<file path="config.mk">
export PLATFORM = sky130hd
export DESIGN_NAME = alu_issue
export DESIGN_NICKNAME = d
export VERILOG_FILES = /design/src/rtl/cpu_types_pkg.sv /design/src/rtl/fwd_mux.sv /design/src/rtl/alu_issue.sv
export SDC_FILE = /design/constraint.sdc
export NUM_CORES = 1
export LEC_CHECK = 0
export BUFFER_PORTS_ARGS = -buffer_cell sky130_fd_sc_hd__buf_2
export CORE_MARGIN = 2
export CORE_UTILIZATION = 40
export CTS_CLUSTER_DIAMETER = 150
export DETAILED_ROUTE_END_ITERATION = 16
export PLACE_DENSITY = 0.68
export SYNTH_ARGS = -nofsm -noshare
export SYNTH_HDL_FRONTEND = slang
export SYNTH_HIERARCHICAL = 1
export SYNTH_SLANG_ARGS = --single-unit
</file>
<file path="constraint.sdc">
create_clock -name CLK -period 2.56 [get_ports CLK]
set_input_delay 0.512 -clock CLK [delete_from_list [all_inputs] [get_ports CLK]]
set_output_delay 0.512 -clock CLK [all_outputs]
set_load 0.1 [all_outputs]
</file>
<file path="src/rtl/cpu_types_pkg.sv">
// Shared CPU type definitions.
//   WORD_W    : datapath width
//   REG_W     : architectural register index width
//   aluop_t   : ALU operation code (ALU_SLL is the all-zero idle value)
//   alusrc_t  : ALU B-operand source select (encoding 3 behaves as SRC_REG)
//   regbits_t : register index
package cpu_types_pkg;

    localparam int unsigned WORD_W = 32;
    localparam int unsigned REG_W  = 5;

    typedef enum logic [3:0] {
        ALU_SLL  = 4'd0,
        ALU_SRL  = 4'd1,
        ALU_SRA  = 4'd2,
        ALU_ADD  = 4'd3,
        ALU_SUB  = 4'd4,
        ALU_AND  = 4'd5,
        ALU_OR   = 4'd6,
        ALU_XOR  = 4'd7,
        ALU_NOR  = 4'd8,
        ALU_SLT  = 4'd9,
        ALU_SLTU = 4'd10
    } aluop_t;

    typedef enum logic [1:0] {
        SRC_REG   = 2'd0,
        SRC_IMM   = 2'd1,
        SRC_SHAMT = 2'd2
    } alusrc_t;

    typedef logic [REG_W-1:0] regbits_t;

    // rs feeds the A operand for every source select except shift-by-shamt.
    function automatic logic src_uses_rs(input alusrc_t src);
        return src != SRC_SHAMT;
    endfunction

    // rt is read unless B comes from the immediate (encoding 3 decodes as SRC_REG).
    function automatic logic src_uses_rt(input alusrc_t src);
        return src != SRC_IMM;
    endfunction

endpackage

</file>
<file path="src/rtl/fwd_mux.sv">
// Operand forwarding mux for one source register.
//   idx_i                      : source register index
//   stored_i                   : operand value held in the issue slot
//   exm_regwen_i/exm_memread_i : EX/MEM producer writes a register / is a load
//   exm_wsel_i/exm_wdat_i      : EX/MEM destination and result
//   wb_regwen_i/wb_wsel_i/wb_wdat_i : MEM/WB writeback bus
//   fwd_o                      : forwarded operand
module fwd_mux #(
    parameter int unsigned WORD_W = 32,
    parameter int unsigned REG_W  = 5
) (
    input  logic [REG_W-1:0]  idx_i,
    input  logic [WORD_W-1:0] stored_i,
    input  logic              exm_regwen_i,
    input  logic              exm_memread_i,
    input  logic [REG_W-1:0]  exm_wsel_i,
    input  logic [WORD_W-1:0] exm_wdat_i,
    input  logic              wb_regwen_i,
    input  logic [REG_W-1:0]  wb_wsel_i,
    input  logic [WORD_W-1:0] wb_wdat_i,
    output logic [WORD_W-1:0] fwd_o
);

    logic idx_nz;
    logic exm_hit;
    logic wb_hit;

    always_comb begin
        idx_nz  = (idx_i != '0);
        // A load's EX/MEM result is an address, not data; it must not be forwarded.
        exm_hit = exm_regwen_i & ~exm_memread_i & (exm_wsel_i == idx_i) & idx_nz;
        wb_hit  = wb_regwen_i & (wb_wsel_i == idx_i) & idx_nz;

        fwd_o = stored_i;
        if (!idx_nz) begin
            fwd_o = '0;
        end else if (exm_hit) begin
            fwd_o = exm_wdat_i;
        end else if (wb_hit) begin
            fwd_o = wb_wdat_i;
        end
    end

endmodule

</file>
<file path="src/rtl/alu_issue.sv">
// Execute-stage issue register feeding the ALU.
// Holds one decoded instruction until the execute stage takes it, forwards register
// operands from EX/MEM and MEM/WB, inserts the load-use bubble and handles flush.
//   CLK, RST       : clock; synchronous active-high reset
//   flush          : kill the held instruction and refuse the current offer
//   id_*           : decoded instruction offer with valid/ready handshake
//   exm_*          : EX/MEM producer bus (forwarding and load-use detection)
//   wb_*           : MEM/WB writeback bus (forwarding and held-operand refresh)
//   ex_*           : ALU op/operands plus destination passthrough, valid/ready handshake
module alu_issue
    import cpu_types_pkg::aluop_t;
    import cpu_types_pkg::alusrc_t;
#(
    parameter int unsigned WORD_W = cpu_types_pkg::WORD_W,
    parameter int unsigned REG_W  = cpu_types_pkg::REG_W
) (
    input  logic              CLK,
    input  logic              RST,
    input  logic              flush,

    input  logic              id_valid,
    output logic              id_ready,
    input  aluop_t            id_aluop,
    input  alusrc_t           id_src,
    input  logic [REG_W-1:0]  id_rs,
    input  logic [REG_W-1:0]  id_rt,
    input  logic [WORD_W-1:0] id_rsdat,
    input  logic [WORD_W-1:0] id_rtdat,
    input  logic [WORD_W-1:0] id_imm,
    input  logic [4:0]        id_shamt,
    input  logic [REG_W-1:0]  id_wsel,
    input  logic              id_regwen,

    input  logic              exm_regwen,
    input  logic              exm_memread,
    input  logic [REG_W-1:0]  exm_wsel,
    input  logic [WORD_W-1:0] exm_wdat,

    input  logic              wb_regwen,
    input  logic [REG_W-1:0]  wb_wsel,
    input  logic [WORD_W-1:0] wb_wdat,

    output logic              ex_valid,
    input  logic              ex_ready,
    output aluop_t            ex_aluop,
    output logic [WORD_W-1:0] ex_a,
    output logic [WORD_W-1:0] ex_b,
    output logic [REG_W-1:0]  ex_wsel,
    output logic              ex_regwen
);

    // Slot state.
    logic              v_q,      v_d;
    aluop_t            aluop_q,  aluop_d;
    alusrc_t           src_q,    src_d;
    logic [REG_W-1:0]  rs_q,     rs_d;
    logic [REG_W-1:0]  rt_q,     rt_d;
    logic [WORD_W-1:0] rsdat_q,  rsdat_d;
    logic [WORD_W-1:0] rtdat_q,  rtdat_d;
    logic [WORD_W-1:0] imm_q,    imm_d;
    logic [4:0]        shamt_q,  shamt_d;
    logic [REG_W-1:0]  wsel_q,   wsel_d;
    logic              regwen_q, regwen_d;

    logic              acc;
    logic              luh;
    logic              fire;
    logic [WORD_W-1:0] fwd_rs;
    logic [WORD_W-1:0] fwd_rt;

    // WB bus writes register idx (never r0).
    function automatic logic wb_writes(input logic [REG_W-1:0] idx);
        return wb_regwen & (wb_wsel == idx) & (idx != '0);
    endfunction

    fwd_mux #(
        .WORD_W (WORD_W),
        .REG_W  (REG_W)
    ) u_fwd_rs (
        .idx_i         (rs_q),
        .stored_i      (rsdat_q),
        .exm_regwen_i  (exm_regwen),
        .exm_memread_i (exm_memread),
        .exm_wsel_i    (exm_wsel),
        .exm_wdat_i    (exm_wdat),
        .wb_regwen_i   (wb_regwen),
        .wb_wsel_i     (wb_wsel),
        .wb_wdat_i     (wb_wdat),
        .fwd_o         (fwd_rs)
    );

    fwd_mux #(
        .WORD_W (WORD_W),
        .REG_W  (REG_W)
    ) u_fwd_rt (
        .idx_i         (rt_q),
        .stored_i      (rtdat_q),
        .exm_regwen_i  (exm_regwen),
        .exm_memread_i (exm_memread),
        .exm_wsel_i    (exm_wsel),
        .exm_wdat_i    (exm_wdat),
        .wb_regwen_i   (wb_regwen),
        .wb_wsel_i     (wb_wsel),
        .wb_wdat_i     (wb_wdat),
        .fwd_o         (fwd_rt)
    );

    // Handshake and hazard detection.
    always_comb begin
        // A load in EX/MEM cannot forward yet; stall if it targets an operand in use.
        luh = v_q & exm_regwen & exm_memread & (exm_wsel != '0) &
              ((cpu_types_pkg::src_uses_rs(src_q) & (exm_wsel == rs_q)) |
               (cpu_types_pkg::src_uses_rt(src_q) & (exm_wsel == rt_q)));

        // Reset forces both handshakes low during the reset cycle itself.
        ex_valid = ~RST & v_q & ~luh & ~flush;
        fire     = ex_valid & ex_ready;
        id_ready = ~RST & ~flush & (~v_q | fire);
        acc      = id_valid & id_ready;
    end

    // Operand selection and passthrough outputs.
    always_comb begin
        ex_aluop  = aluop_q;
        ex_wsel   = wsel_q;
        ex_regwen = regwen_q;
        ex_a      = fwd_rs;
        ex_b      = fwd_rt;
        unique case (src_q)
            cpu_types_pkg::SRC_IMM: begin
                ex_b = imm_q;
            end
            cpu_types_pkg::SRC_SHAMT: begin
                ex_a       = fwd_rt;
                ex_b       = '0;
                ex_b[4:0]  = shamt_q;
            end
            default: begin
                // SRC_REG and the unused encoding 3.
                ex_b = fwd_rt;
            end
        endcase
    end

    // Next-state.
    always_comb begin
        v_d      = v_q;
        aluop_d  = aluop_q;
        src_d    = src_q;
        rs_d     = rs_q;
        rt_d     = rt_q;
        rsdat_d  = rsdat_q;
        rtdat_d  = rtdat_q;
        imm_d    = imm_q;
        shamt_d  = shamt_q;
        wsel_d   = wsel_q;
        regwen_d = regwen_q;

        if (acc) begin
            aluop_d  = id_aluop;
            src_d    = id_src;
            rs_d     = id_rs;
            rt_d     = id_rt;
            imm_d    = id_imm;
            shamt_d  = id_shamt;
            wsel_d   = id_wsel;
            regwen_d = id_regwen;
            // The register file read misses a same-cycle writeback; patch it in.
            rsdat_d  = wb_writes(id_rs) ? wb_wdat : id_rsdat;
            rtdat_d  = wb_writes(id_rt) ? wb_wdat : id_rtdat;
        end else begin
            // Absorb retiring producers so a long stall never loses their data.
            if (wb_writes(rs_q)) begin
                rsdat_d = wb_wdat;
            end
            if (wb_writes(rt_q)) begin
                rtdat_d = wb_wdat;
            end
        end

        if (flush) begin
            v_d = 1'b0;
        end else if (acc) begin
            v_d = 1'b1;
        end else if (fire) begin
            v_d = 1'b0;
        end
    end

    always_ff @(posedge CLK) begin
        if (RST) begin
            v_q      <= 1'b0;
            aluop_q  <= cpu_types_pkg::ALU_SLL;
            src_q    <= cpu_types_pkg::SRC_REG;
            rs_q     <= '0;
            rt_q     <= '0;
            rsdat_q  <= '0;
            rtdat_q  <= '0;
            imm_q    <= '0;
            shamt_q  <= '0;
            wsel_q   <= '0;
            regwen_q <= 1'b0;
        end else begin
            v_q      <= v_d;
            aluop_q  <= aluop_d;
            src_q    <= src_d;
            rs_q     <= rs_d;
            rt_q     <= rt_d;
            rsdat_q  <= rsdat_d;
            rtdat_q  <= rtdat_d;
            imm_q    <= imm_d;
            shamt_q  <= shamt_d;
            wsel_q   <= wsel_d;
            regwen_q <= regwen_d;
        end
    end

endmodule

</file>
# Word-level counts from Yosys, hierarchy flattened
# Cells that the tools add are included.
# word_totals
reg_bits,124
input_bits,205
elab_cells,75
# classes
eq_ne,10
n_mux,14
bitwise,33
reduce_logical,7
# ops
operator,count
$mux W32,11
$pmux W32 S2,1
$eq A5 B5 Y1,6
$and A1 B1 Y1,26
$reduce_bool A5 Y1,5
$not A1 Y1,5
$eq A2 B1 Y1 const B,1
$eq A2 B2 Y1 const B,1
$mux W1,2
$ne A2 B1 Y1 const B,1
$ne A2 B2 Y1 const B,1
$or A1 B1 Y1,2
$reduce_bool A2 Y1,1
$reduce_or A2 Y1,1

# Longest topological paths before layout
# Gate-level depths: netlist of the first run.
# logic_depth
depth_word,12
mapped_depth,10
mapped_depth_nobuf,7

# By module
# The synthesis of the first run kept the hierarchy.
# by_module_without_submodules
mod,n_inst,cells_each,area_each_um2,seq_area_each_um2
alu_issue,1,838,6607.6,2482.4
fwd_mux,2,131,944.7,0.0

# Least setup slack after synthesis of the first run
# No wires, ideal clock.
# synth_path
path_kind,register to output
from,register src_q[0]
to,output port ex_b[0]
arrival_time_ns,3.451
required_time_ns,2.048
setup_slack_ns,-1.403
stages_incl_launch_ff,7
path_buffers,2
cell_sequence,dfxtp_1 inv_1 ha_1 buf_1 clkbuf_1 a22oi_1 o21ai_0
# synth_between
elab_chain_len,2
word_cells_on_any_way,3
cone_classes,2 x eq/ne; 1 x mux
# synth_lines
item,line,text
start: declaration,alu_issue.sv:55,"alusrc_t src_q, src_d;"
start signal: assignment,alu_issue.sv:194,src_q <= cpu_types_pkg::SRC_REG;
start signal: assignment,alu_issue.sv:206,src_q <= src_d;
$eq A2 B2 Y1 or $eq A2 B1 Y1 (tied branches),alu_issue.sv:129,unique case (src_q)
$pmux W32 S2 *,alu_issue.sv:129,
end: declaration,alu_issue.sv:47,"output logic [WORD_W-1:0] ex_b,"
# Mark *: on every way between the ends. The rest lies on a longest branch, timed or not.

# Final worst setup path of the first run
# layout_path
from,register rt_q[3]
to,output port ex_a[2]
# layout_between
elab_chain_len,7
word_cells_on_any_way,11
cone_classes,2 x eq/ne; 4 x mux; 4 x bitwise; 1 x reduce/logical
# layout_lines
item,line,text
start: declaration,alu_issue.sv:57,"logic [REG_W-1:0] rt_q, rt_d;"
start signal: assignment,alu_issue.sv:208,rt_q <= rt_d;
$eq A5 B5 Y1,fwd_mux.sv:32,wb_hit = wb_regwen_i & (wb_wsel_i == idx_i) & idx_nz;
$and A1 B1 Y1 (2 in a row),fwd_mux.sv:32,
$mux W32,--,
$mux W32,fwd_mux.sv:37,end else if (exm_hit) begin
$mux W32 *,fwd_mux.sv:35,if (!idx_nz) begin
via fwd_rt[2],alu_issue.sv:69,logic [WORD_W-1:0] fwd_rt;
$mux W32 *,alu_issue.sv:129,
end: declaration,alu_issue.sv:46,"output logic [WORD_W-1:0] ex_a,"
# The timed path passes the listed nets; every way through them passes the cells marked *.

==> results.json, run 1 <==
{
  "status": "complete, but fails checks",
  "violations": "negative setup slack",
  "clk_latency_ns": 0.42,
  "hold_class": "in2reg",
  "critPathRequiredTime_ns": 2.05,
  "drive_above_1_share_pct": 53.8,
  "crit_family": "buffers and inverters",
  "num-fill-cells": 1436,
  "grt_pass1_wl_um": 58600,
  "die-area_mm2": 0.0224,
  "grtUsageTotal_pct": 34.1,
  "overflow": 0,
  "die_w_um": 150,
  "setup-tns-final_ns": -48.96,
  "start_util_pct": 40.5,
  "max_freq_ghz": 0.294,
  "worst-path-buf-inv": 4,
  "cts_tree": "built",
  "multi_input_area_mm2": 0.00708,
  "finClkSkew_ns": 0.0125,
  "hpwl_um": 25400,
  "wl_met3_um": 4280,
  "tightest_slew_ns": 1.10,
  "wl_met2_um": 19500,
  "crit_type": "reg2out",
  "ys.flop_type": "dfxtp_1",
  "arrival_ns": 2.89,
  "finalCriticalPeriod_ns": 3.40,
  "final-hold-violation-count": 0,
  "grt_max_degree": 88,
  "synth_enable_flop_cells": 0,
  "antenna_found_initial": 19,
  "crit_chain": "buf_4 > xnor2_1 > nand4_1 > nor3_4 > buf_12 > mux2i_1 > a211oi_2 > buf_4 > mux2_4 > buf_12",
  "ys_top_cells_by_area": "dfxtp_1, nand2_1, mux2i_1",
  "io_buffer_count": 280,
  "synth_top_area_share_pct": 29.2,
  "placed_cell_area_mm2": 0.0128,
  "power_density_mw_per_mm2": 451,
  "final_util_pct": 73.8,
  "regArea_mm2": 0.00250,
  "power.leakage_nw": 5.92,
  "drt_iter0_markers": 960,
  "ys_async_sr_fraction_pct": 0,
  "rsz0062_at_grt": "yes",
  "syn_to_final_growth_pct": 82.0,
  "first_global_vias": 10300,
  "ys_seq_elements": 124,
  "drc_errors": 0,
  "start_kind": "flip-flop",
  "cts_buffer_depth": 2,
  "final_max_slew_viol_count": 0,
  "hold_buffers": 0,
  "ys_types": 49,
  "worst_slack_ns": -0.843,
  "fp.dieH_um": 150,
  "drt-vias-per-instance": 5.92,
  "firstDrtPassIters": 9,
  "core_mm2": 0.0210,
  "slowest_stage": "dfxtp_2",
  "postSynthCellCount": 1100,
  "clkTransAtPathRegs_ns": 0.06,
  "final_area_mm2": 0.0155,
  "setup_viol": 89,
  "cp_max_fo": 22,
  "yosys_warnings": 6,
  "fin_crit_sh_pct": 133,
  "cts_buffers": 17,
  "top_layer": "met5",
  "totalWireLength_um": 42800,
  "cp-end-kind": "output port",
  "netlist_area_mm2": 0.00850,
  "cpPeakStageDelay_ns": 0.35,
  "nNetsFinal": 1696,
  "synthesis.nets": 1307,
  "wl_met1_um": 16200,
  "synth_area_per_cell_um2": 7.72,
  "yosys.area.top_type": "dfxtp_1",
  "place.gp.congestion": 0.965,
  "yosysSeqAreaShare_pct": 29.2,
  "maxCapViolations": 0,
  "clock-sinks": 124,
  "rows": 53,
  "wl_per_cell_um": 23.8,
  "maxSlewHeadroom_pct": 26.8,
  "root_buffer": "clkbuf_16",
  "ios": 281,
  "vdd_drop_max_uv": 423,
  "vias": 10600,
  "htree_levels": 4,
  "ant_nets": 0
}
[worst paths after layout]
path | start | endpoint | slack [ns] | depth (start not counted)
min reg2reg | ex_aluop[3] | ex_aluop[3] | 0.45 | 2
max reg2reg | rs_q[0] | rtdat_q[3] | -0.24 | 12
min | id_imm[25] | imm_q[25] | 0.32 | 3
max | rt_q[3] | ex_a[2] | -0.84 | 10
[synthesized netlist by cell type (3+ instances only)]
library cell,count
nand2_1,236
dfxtp_1,124
a21oi_1,104
a211oi_1,101
mux2i_1,82
nor2_1,68
inv_1,54
clkbuf_1,53
xnor2_1,36
o21ai_0,33
mux2_2,32
a221oi_1,26
buf_2,26
a221oi_2,20
nor2b_1,20
buf_6,12
nand2b_1,6
a22oi_1,5
nand4_1,5
buf_4,4
nand3_1,4
xor2_1,4
a211oi_2,3
a21oi_2,3
buf_1,3
o41ai_1,3
[power breakdown]
group | switching [mW] | internal, mW | total, mW | leakage (nW)
clock network | 0.997 | 1.69 | 2.69 | 0.304
logic | 1.27 | 0.885 | 2.16 | 4.59
registers | 0.0827 | 2.04 | 2.12 | 1.02
[worst register-to-register path: cells and delay by family (launching register included)]
family / cells / cell delay [ns]
DFF: 1 / 0.43
AOI/OAI and AO/OA: 3 / 0.96
buffers and inverters: 6 / 0.99
xor gates and xnor gates: 1 / 0.09
and+or+nand+nor: 2 / 0.19
[cells by family (layout without fill, tap and decap cells)]
logic type | after synthesis | after routing | share of synthesized area [%]
AOI/OAI and AO/OA | 313 | 313 | 26.6
adders and majority gates | 2 | 2 | 0.294
muxes | 114 | 114 | 13.9
buffers and inverters | 152 | 554 | 8.33
and+or+nand+nor | 355 | 355 | 17.5
other | 0 | 20 | 0
xor gates and xnor gates | 40 | 40 | 4.12
DFF | 124 | 124 | 29.2
[layer usage]
metal,up-vias,track usage (%)
li1,4690,-
met1,5016,42.3
met2,723,54.1
met3,203,9.33
met4,2,17.9
met5,-,0
[cell type report]
class	count	area share [%]
Timing Repair Buffer	468	30.0
Clock buffer	20	2.95
Inverter	54	1.31
Clock inverter	12	1.21
Tap cell	275	2.23
Sequential cell	124	16.2
Multi-Input combinational cell	824	45.8
Antenna cell	20	0.324
[sequential cells by signal (all words and copies together), names as in the netlist]
signal / cells
v_q: 1
src_q: 2
ex_aluop: 4
ex_wsel: 5
rsdat_q: 32
ex_regwen: 1
rtdat_q: 32
rs_q: 5
imm_q: 32
shamt_q: 5
rt_q: 5
[metrics by stage]
| stage | instances | worst slack [ns] | hold WS (ns) | total power, mW |
|---|---|---|---|---|
| finish | 1797 | -0.843 | 0.322 | 6.97 |
| global route | 1790 | -0.875 | 0.323 | 7.15 |
| CTS | 1763 | -0.747 | 0.309 | 6.75 |
| detailed placement | 1684 | -0.507 | 0.447 | 3.88 |
| global placement | 1684 | -0.481 | 0.439 | 3.85 |
| floorplan | 1100 | -0.116 | 0.436 | 3.15 |
[cell usage in the layout (no fill, tap or decap), drive strengths merged, types with 3 or more instances in the layout]
master	synthesis	layout
clkinv	0	3
a21oi	107	107
nand2	236	236
a211oi	106	106
a22oi	5	5
bufinv	0	4
nor3	4	4
diode	0	20
nand3	4	4
xor2	4	4
nor2b	20	20
dfxtp	124	124
o21ai	34	34
nand4	5	5
mux2i	82	82
nor2	70	70
mux2	32	32
clkbuf	53	28
clkinvlp	0	3
nand2b	6	6
buf	45	460
o41ai	3	3
xnor2	36	36
inv	54	56
a221oi	46	46
[timing repair]
action / in CTS / in global routing
setup endpoints to repair: 100 / 149
resized for setup: 135 / 134
pin swaps: 53 / 92
cloned: 11 / 8
setup buffers: 37 / 10
Power figures use the tool's default switching activity.
==> run 2: changes to the inputs <==
- SKIP_LAST_GASP: default -> 1
==> run 2 against run 1 <==
Compared with the run above: the run still ends with negative setup slack left; sequential cell count stayed put; die area stayed put; clock skew is 0.0063 ns higher; count of clock-buffer cells in the layout stayed put; worst setup slack worse by 0.093 ns; via count is 2.2% lower; largest cell class unchanged.
==> results.json, run 2 (same netlist as run 1, synthesis figures left out) <==
{
  "hp-start": "id_imm[25]",
  "finalCriticalPeriod_ns": 3.50,
  "clock-sinks": 124,
  "min_path_cells": 3,
  "worstHoldEndpoint": "imm_q[25]",
  "reg2reg_depth": 13,
  "fp.dieH_um": 150,
  "reg_top3": "imm_q (32), rsdat_q (32), rtdat_q (32)",
  "finClkSkew_ns": 0.0188,
  "root_buffer": "clkbuf_16",
  "wl_per_cell_um": 22.6,
  "htree_levels": 4,
  "nNetsFinal": 1689,
  "maxSlewHeadroom_pct": 31.7,
  "cts_buffer_depth": 2,
  "max_freq_ghz": 0.286,
  "drt_iter0_markers": 943,
  "totalWireLength_um": 40400,
  "io_buffer_count": 280,
  "total_power_mw": 6.82,
  "hpwl_um": 25400,
  "core_mm2": 0.0210,
  "tightest_slew_ns": 1.02,
  "rows": 53,
  "hold_buffers": 0,
  "vdd_drop_max_uv": 423,
  "grt_pass1_wl_um": 57500,
  "vias": 10400,
  "final-hold-violation-count": 0,
  "start_kind": "flip-flop",
  "critPathRequiredTime_ns": 2.05,
  "arrival_ns": 2.98,
  "clkTransAtPathRegs_ns": 0.06,
  "final_common_cell": "nand2_1",
  "ant_nets": 0,
  "cts_tree": "built",
  "grtUsageTotal_pct": 33.5,
  "firstDrtPassIters": 6,
  "final_max_slew_viol_count": 0,
  "drc_errors": 0,
  "hold_class": "in2reg",
  "whs_ns": 0.325,
  "pre_cts_ws_ns": -0.507,
  "fin_crit_sh_pct": 137,
  "violations": "negative setup slack",
  "setup-tns-final_ns": -57.59,
  "first_global_vias": 10300,
  "crit_type": "reg2out",
  "antenna_found_initial": 20,
  "start_util_pct": 40.5,
  "power_density_mw_per_mm2": 462,
  "setup_viol": 140,
  "die-area_mm2": 0.0224,
  "ios": 281,
  "timing.rr.end": "rtdat_q[3]",
  "cts_buffers": 17,
  "syn_to_final_growth_pct": 73.6,
  "rrSetupSlack_ns": -0.42,
  "overflow": 0,
  "status": "complete, but fails checks",
  "die_w_um": 150,
  "maxCapViolations": 0,
  "layout_common_cells": "nand2_1, buf_2, buf_4",
  "grt_max_degree": 88,
  "drt-vias-per-instance": 5.81,
  "clk_latency_ns": 0.43,
  "cp_max_fo": 8,
  "place.gp.congestion": 0.965,
  "drive_above_1_share_pct": 48.6,
  "r2r_start": "rs_q[1]",
  "worst_slack_ns": -0.936,
  "rsz0062_at_grt": "yes",
  "final_util_pct": 70.4,
  "cp-end-kind": "output port",
  "power.leakage_nw": 5.76
}
run 2: changes by cell type in the layout (fill, tap and decap cells not counted), sizes merged:
cell	change
bufbuf	+3
clkbuf	-4
buf	-6
diode	+1
run 2: worst max path at each step:
stage                      startpoint  endpoint  slack, ns  cells past startpoint
after floorplan           exm_wsel[1]  ex_b[11]      -0.12                      7
after global placement    exm_wsel[1]   ex_b[1]      -0.48                      9
after detailed placement   wb_wsel[0]  ex_a[26]      -0.51                      9
after CTS                     rs_q[1]  ex_a[26]      -0.75                      9
after global routing          rt_q[2]  ex_b[24]      -0.97                     11
final                         rt_q[1]  ex_b[24]      -0.94                     10
run 2: metal layers:
layer / part of all wire (%) / routed length [µm] / vias to the layer above / global-route usage, %
met1: 38 / 15400 / 4919 / 42.5
met3: 11 / 4340 / 143 / 7.71
met2: 46 / 18600 / 667 / 53.0
met5: 0.032 / 13 / - / 0
met4: 5.0 / 2030 / 2 / 17.5
li1: - / - / 4672 / -
run 2: what timing repair did:
item | 4_1_cts | 5_1_grt
pin swaps | 32 | 13
resized for setup | 90 | 41
setup endpoints to repair | 100 | 148
cloned | 11 | 4
setup buffers | 37 | 3
run 2: power by group:
part	internal, mW	leakage (nW)	switching [mW]
sequential	2.04	1.02	0.0792
combinational	0.826	4.44	1.17
clock	1.69	0.304	1.01
total	4.56	5.76	2.26
run 2: layout make-up:
cell class	count	area [µm²]
diodes	21	52.6
clock buffers	20	457
clock inverters	12	186
fillers	1575	6210
inverters	54	203
multi-input cells	824	6530
flip-flops and latches	124	2500
well taps	275	344
repair buffers	461	4470
run 2: worst max-delay path, stage by stage, from the launching register on:
cell and delay (ns):
dfxtp_4 0.36, or4_4 0.54, nor2_4 0.17, nor3_4 0.06, buf_12 0.14, buf_4 0.21
mux2i_1 0.16, a211oi_2 0.42, nand2_2 0.20, o21ai_4 0.12, buf_12 0.19
run 2: through the flow:
| stage | std cells | cell area [µm²] |
|---|---|---|
| after floorplan | 1100 | 9280 |
| after global placement | 1684 | 12800 |
| after detailed placement | 1684 | 12800 |
| after CTS | 1763 | 14400 |
| after global routing | 1784 | 14700 |
| final | 1791 | 14700 |
